File: config.mk
export PLATFORM = sky130hd
export DESIGN_NAME = inst_fifo_writer
export DESIGN_NICKNAME = d
export VERILOG_FILES = /design/src/rtl/inst_fifo_writer.sv
export SDC_FILE = /design/constraint.sdc
export NUM_CORES = 1
export LEC_CHECK = 0
export CAP_MARGIN = 20
export CORE_MARGIN = 2
export CORE_UTILIZATION = 40
export CTS_CLUSTER_DIAMETER = 50
export DETAILED_ROUTE_END_ITERATION = 12
export PLACE_DENSITY_LB_ADDON = 0.3
export SLEW_MARGIN = 25
export SYNTH_ARGS = -nofsm -noshare
export SYNTH_HDL_FRONTEND = slang
export SYNTH_SLANG_ARGS = --single-unit
File: constraint.sdc
create_clock -name clock -period 6.4 [get_ports clock]
set_clock_uncertainty 0.05 [all_clocks]
set_input_delay 0.96 -clock clock [delete_from_list [all_inputs] [get_ports clock]]
set_output_delay 0.96 -clock clock [all_outputs]
set_load 0.02 [all_outputs]
File: src/rtl/inst_fifo_writer.sv
// rtl/inst_fifo_writer.sv - pairs 32-bit bus writes into 64-bit sequencer instructions, owns start controls and result reads (optional stall counter: INST_FIFO_WRITER_STATS_EN)
module inst_fifo_writer #(
  parameter int BUS_DATA_WIDTH = 32,
  parameter int RESULT_WIDTH   = 32,
  parameter int CNT_WIDTH      = 32
) (
  input  logic                          clock,
  input  logic                          reset,
  input  logic                          bus_wr_valid,
  input  logic [BUS_DATA_WIDTH-1:0]     bus_wr_data,
  output logic                          bus_wr_ready,
  input  logic                          ctrl_valid,
  input  logic [3:0]                    ctrl_data,
  input  logic                          inst_fifo_full,
  output logic                          inst_fifo_wr_en,
  output logic [2*BUS_DATA_WIDTH-1:0]   inst_fifo_wr_data,
  output logic                          pulse_controller_hold,
  output logic                          pulse_controller_release,
  output logic                          init,
  input  logic                          bus_rd_req,
  input  logic                          result_fifo_empty,
  output logic                          result_fifo_rd_en,
  input  logic [RESULT_WIDTH-1:0]       result_fifo_rd_data,
  output logic [RESULT_WIDTH-1:0]       bus_rd_data,
  output logic                          bus_rd_valid,
  output logic                          half_pending,
  output logic [CNT_WIDTH-1:0]          inst_count
`ifdef INST_FIFO_WRITER_STATS_EN
  ,
  output logic [CNT_WIDTH-1:0]          stall_cycles
`endif
);

  typedef enum logic [1:0] {
    ST_EMPTY = 2'd0,
    ST_HALF  = 2'd1,
    ST_PEND  = 2'd2
  } state_t;

  state_t                     state, state_next;
  logic [BUS_DATA_WIDTH-1:0]  lo_word, hi_word;
  logic                       full_cond, full_cond_q;
  logic                       rd_valid_q, rd_empty_q;

  logic ctrl_set_hold, ctrl_clr_hold, ctrl_release, ctrl_init;
  assign ctrl_set_hold = ctrl_valid & ctrl_data[0];
  assign ctrl_clr_hold = ctrl_valid & ctrl_data[1];
  assign ctrl_release  = ctrl_valid & ctrl_data[2];
  assign ctrl_init     = ctrl_valid & ctrl_data[3];

  // The bus is stalled only while a complete instruction waits for the FIFO.
  assign bus_wr_ready = (state != ST_PEND);
  assign half_pending = (state == ST_HALF);
  assign full_cond    = (state == ST_PEND) && inst_fifo_full;

  // First bus word goes to the MSBs: the FIFO presents MSB-first and the sequencer swaps halves.
  assign inst_fifo_wr_data = {lo_word, hi_word};

  // State register for the half-word assembler.
  always_ff @(posedge clock or posedge reset) begin
    if (reset) state <= ST_EMPTY;
    else       state <= state_next;
  end

  // Next-state and push strobe; init discards any partial or pending instruction.
  always_comb begin
    state_next      = state;
    inst_fifo_wr_en = 1'b0;
    case (state)
      ST_EMPTY: if (bus_wr_valid) state_next = ST_HALF;
      ST_HALF:  if (bus_wr_valid) state_next = ST_PEND;
      ST_PEND: begin
        if (!inst_fifo_full) begin
          inst_fifo_wr_en = 1'b1;
          state_next      = ST_EMPTY;
        end
      end
      default:  state_next = ST_EMPTY;
    endcase
    if (ctrl_init) begin
      state_next      = ST_EMPTY;
      inst_fifo_wr_en = 1'b0;
    end
  end

  // Capture the two halves as they are accepted.
  always_ff @(posedge clock or posedge reset) begin
    if (reset) begin
      lo_word <= '0;
      hi_word <= '0;
    end else if (bus_wr_valid && state == ST_EMPTY) begin
      lo_word <= bus_wr_data;
    end else if (bus_wr_valid && state == ST_HALF) begin
      hi_word <= bus_wr_data;
    end
  end

  // Instruction counter, zeroed by init, wraps naturally.
  always_ff @(posedge clock or posedge reset) begin
    if (reset)                inst_count <= '0;
    else if (ctrl_init)       inst_count <= '0;
    else if (inst_fifo_wr_en) inst_count <= inst_count + CNT_WIDTH'(1);
  end

  // Hold level; a simultaneous clear beats set.
  always_ff @(posedge clock or posedge reset) begin
    if (reset)              pulse_controller_hold <= 1'b0;
    else if (ctrl_clr_hold) pulse_controller_hold <= 1'b0;
    else if (ctrl_set_hold) pulse_controller_hold <= 1'b1;
  end

  // Release/init pulses; a FIFO that fills while an instruction waits auto-releases so it drains.
  always_ff @(posedge clock or posedge reset) begin
    if (reset) begin
      pulse_controller_release <= 1'b0;
      init                     <= 1'b0;
      full_cond_q              <= 1'b0;
    end else begin
      pulse_controller_release <= ctrl_release | (full_cond & ~full_cond_q);
      init                     <= ctrl_init;
      full_cond_q              <= full_cond;
    end
  end

  // Result path: pop now, present FIFO data (or the empty marker) next cycle.
  assign result_fifo_rd_en = bus_rd_req & ~result_fifo_empty;
  assign bus_rd_valid      = rd_valid_q;
  assign bus_rd_data       = !rd_valid_q ? '0 :
                             rd_empty_q  ? '1 : result_fifo_rd_data;

  // Track which read was issued last cycle and whether it found the FIFO empty.
  always_ff @(posedge clock or posedge reset) begin
    if (reset) begin
      rd_valid_q <= 1'b0;
      rd_empty_q <= 1'b0;
    end else begin
      rd_valid_q <= bus_rd_req;
      rd_empty_q <= bus_rd_req & result_fifo_empty;
    end
  end

`ifdef INST_FIFO_WRITER_STATS_EN
  // Saturating count of cycles spent blocked on a full FIFO.
  always_ff @(posedge clock or posedge reset) begin
    if (reset)                               stall_cycles <= '0;
    else if (ctrl_init)                      stall_cycles <= '0;
    else if (full_cond && stall_cycles != '1) stall_cycles <= stall_cycles + CNT_WIDTH'(1);
  end
`endif

endmodule

==> impl_results.md <==
- Antenna-violating nets left: 0
- Antenna violations before repair: 0
- Tightest Pin Transition: approximately 0.94 ns
- Longest Clk Path Bufs: 2
- Mapped cell area: ~4600 um2
- Via count: around 3600
- Unrepaired setup endpoints after global routing: false
- GR Overflow Total: 0
- Syn Area/Cell: 12.46 um2
- Routed vias/inst: approximately 5
- H-tree Lvls: 3
- Core Region: 10980 um2
- First-pass GRT wire length: between 15000 and 20000 um
- LEAKAGE: around 3.0 nW
- Starting Density: approximately 42%
- Total power: 2.817 mW
- Final WL: 11810 um
- EDFF count, synth: 0
- Post_cts resized: 0
- Final worst-path cycle share: a little under three fifths
- Switching fraction of total power: between 30% and 40%
- Power Dens Cells: around 390 nW/um2
- CP Launch Type: input port
- Total track usage: between 15 and 20%
- Comb power frac: 41.8%
- Ys flop type: dfrtp_1
- RD Place Congestion: 0.8201
- Worst-skew pair later-pin latency: 0.34 ns
- Die area: 12270 um2
- Buffers on Ports: between 200 and 250
- Int Power: 1.903 mW
- Finished Cell Area: a little over 7000 um2
- DRC: 0
- Die width: between 100 and 150 um
- Ratio of cells with drive above 1 in the final layout: roughly 16%
- Clock Pin Slew Worst Setup and Hold Paths: 0.07 ns
- Post-synth cell types: 36
- Crit end category: primary output
- Ant. Diodes: 0
- Sequential share of power: between 30% and 40%
- Slew Limit Headroom: between 30% and 40%
- Number of clock sinks: roughly 100
- Maximum clock frequency: ~270 MHz
- Final setup vio count: 0
- Worst Path Required: 5.39 ns
- Final Max Tran Viols: 0
- Synth warnings: 0
- Initial DRC Count: between 150 and 200
- Post-DP HPWL: ~8800 um
- Post-CTS Setup Repair Bufs: 0
- FP Rows: 38
- Worst VDD drop: around 270 uV
- Hold buffers post-CTS: 0
- Mapped Cells: around 370
- Routed len/inst: 16.40 um
- CTS Buf Count: 9
- Drt pass-1 iters: 5
- CP Class: in2out
- Hold WC Path Type: reg2reg
- Syn_nets: ~440
- Area Overhead vs Synth: 57.27%
- Core Util, Final: roughly two thirds
- Final Net Count: approximately 650
- I/O pin count: 211
- Post-synthesis sequential area ratio: between 50% and 60%
- Vias in the first global route: 3905
- Clock share of power: between 20% and 30%
- Max FO, Critical Path: 6
- Hold Vio Cnt, Final: 0
- Sum of negative setup slack: 0 ns
- Post-synth ARST share: between 90% and 100%
- Max cap viols: 0
- Final Critical Period: 3.646 ns
- Critical Path AT: ~2.6 ns
- Status: complete, no violations
- Chip height: 110.8 um
- Root Driver: clkbuf_16
- Sw Pwr: roughly 0.91 mW
- Seq cells post-synth: approximately 100
- Largest net degree at the start of global routing: 60
- Final hold slack: 0.4123 ns
- DP Area: ~7000 um2
- CTS tree: done
[worst paths after layout]
kind | slack (ns) | depth (start not counted) | endpoint | from
min in group asynchronous | 0.99 | 2 | hi_word[13]$_DFFE_PP0P_ | reset
max reg2reg | 4.18 | 5 | inst_count[26]$_DFFE_PP0P_ | state[0]$_DFFE_PP0P_
min | 0.41 | 1 | pulse_controller_release$_DFF_PP0_ | full_cond_q$_DFF_PP0_
min reg2reg | 0.41 | 1 | pulse_controller_release$_DFF_PP0_ | full_cond_q$_DFF_PP0_
max | 2.75 | 5 | inst_fifo_wr_en | ctrl_valid
max in group asynchronous | 4.17 | 3 | lo_word[12]$_DFFE_PP0N_ | reset
[area by class of cell]
cell class,instances,area [um2]
sequential,104,2603
clock buffer,10,239.0
timing repair buffer,216,2147
clock inverter,6,112.6
inverter,5,21.27
fill,845,3812
multi-input combinational,239,1873
tap,140,175.2
[cell families after synthesis]
kind of cell    after synthesis  synth area share [%]
compound gates               46                 7.108
xor+xnor                     26                 4.994
fa+ha+maj                     1                0.2744
buf+inv                      23                 1.948
flops                       104                 57.08
mux                          66                 16.25
simple gates                100                 12.35
[routing by layer]
layer  routed length (um)  vias up  global-route usage (%)
li1                     -     1704                       -
met1                 4801     1781                   23.70
met3                 1170        9                   7.381
met5                    0        -                       0
met4                  113        0                   6.667
met2                 5722      153                   33.42
[registers in the layout, indices dropped and copies added (netlist names)]
signal and cells:
hi_word 32, state 2, lo_word 32, bus_rd_valid 1, init 1, pulse_controller_release 1, rd_empty_q 1, pulse_controller_hold 1
full_cond_q 1, inst_count 32
[worst max-delay path, cell delays in order]
cell and delay [ns]:
clkdlybuf4s50_1 0.47, nand2_1 0.24, clkinv_1 0.15, nor3_1 0.18
clkdlybuf4s50_1 0.63
[placed cells by master (no fill, tap or decap), types with 2 or more instances in the layout]
master	count
nor2_1	31
nand3b_1	2
nand3_1	10
and2_1	4
nor3_1	6
o21a_1	32
inv_6	2
inv_1	3
xnor2_1	10
clkbuf_16	9
and3_1	4
xor2_1	16
clkdlybuf4s50_1	210
or3_1	2
dfrtp_1	104
o21ai_0	3
bufinv_16	3
a21oi_1	7
nand4_1	14
nor2b_1	2
mux2i_1	2
nand2_1	11
mux2_2	64
buf_4	6
and4_1	6
a31o_2	2
[power by group through the flow]
stage                     registers [mW]  logic, mW  clock network, mW
final                               1.00       1.18              0.635
after global placement             0.997       1.17                  0
after floorplan                     1.26      0.331                  0
after detailed placement            1.01       1.19                  0
after global routing                1.03       1.24              0.679
after CTS                           1.01       1.20              0.651
[synth_stat cells (6+ instances only)]
cell type    n  share of area (%)
a21oi_1      7               0.77
and4_1       6                1.2
clkbuf_1    13                1.1
dfrtp_1    104                 57
mux2_2      64                 16
nand2_1     11               0.91
nand3_1     10                1.1
nand4_1     14                1.9
nor2_1      31                2.6
nor3_1       6               0.66
o21a_1      32                5.3
xnor2_1     10                1.9
xor2_1      16                3.1
[per-stage QoR]
stage                     cells  setup slack, ns
after global placement      704            2.841
after detailed placement    704            2.775
after floorplan             366            2.658
final                       720            2.754
after CTS                   720            2.760
after global routing        720            2.672
(Power assumes the default switching activity.)
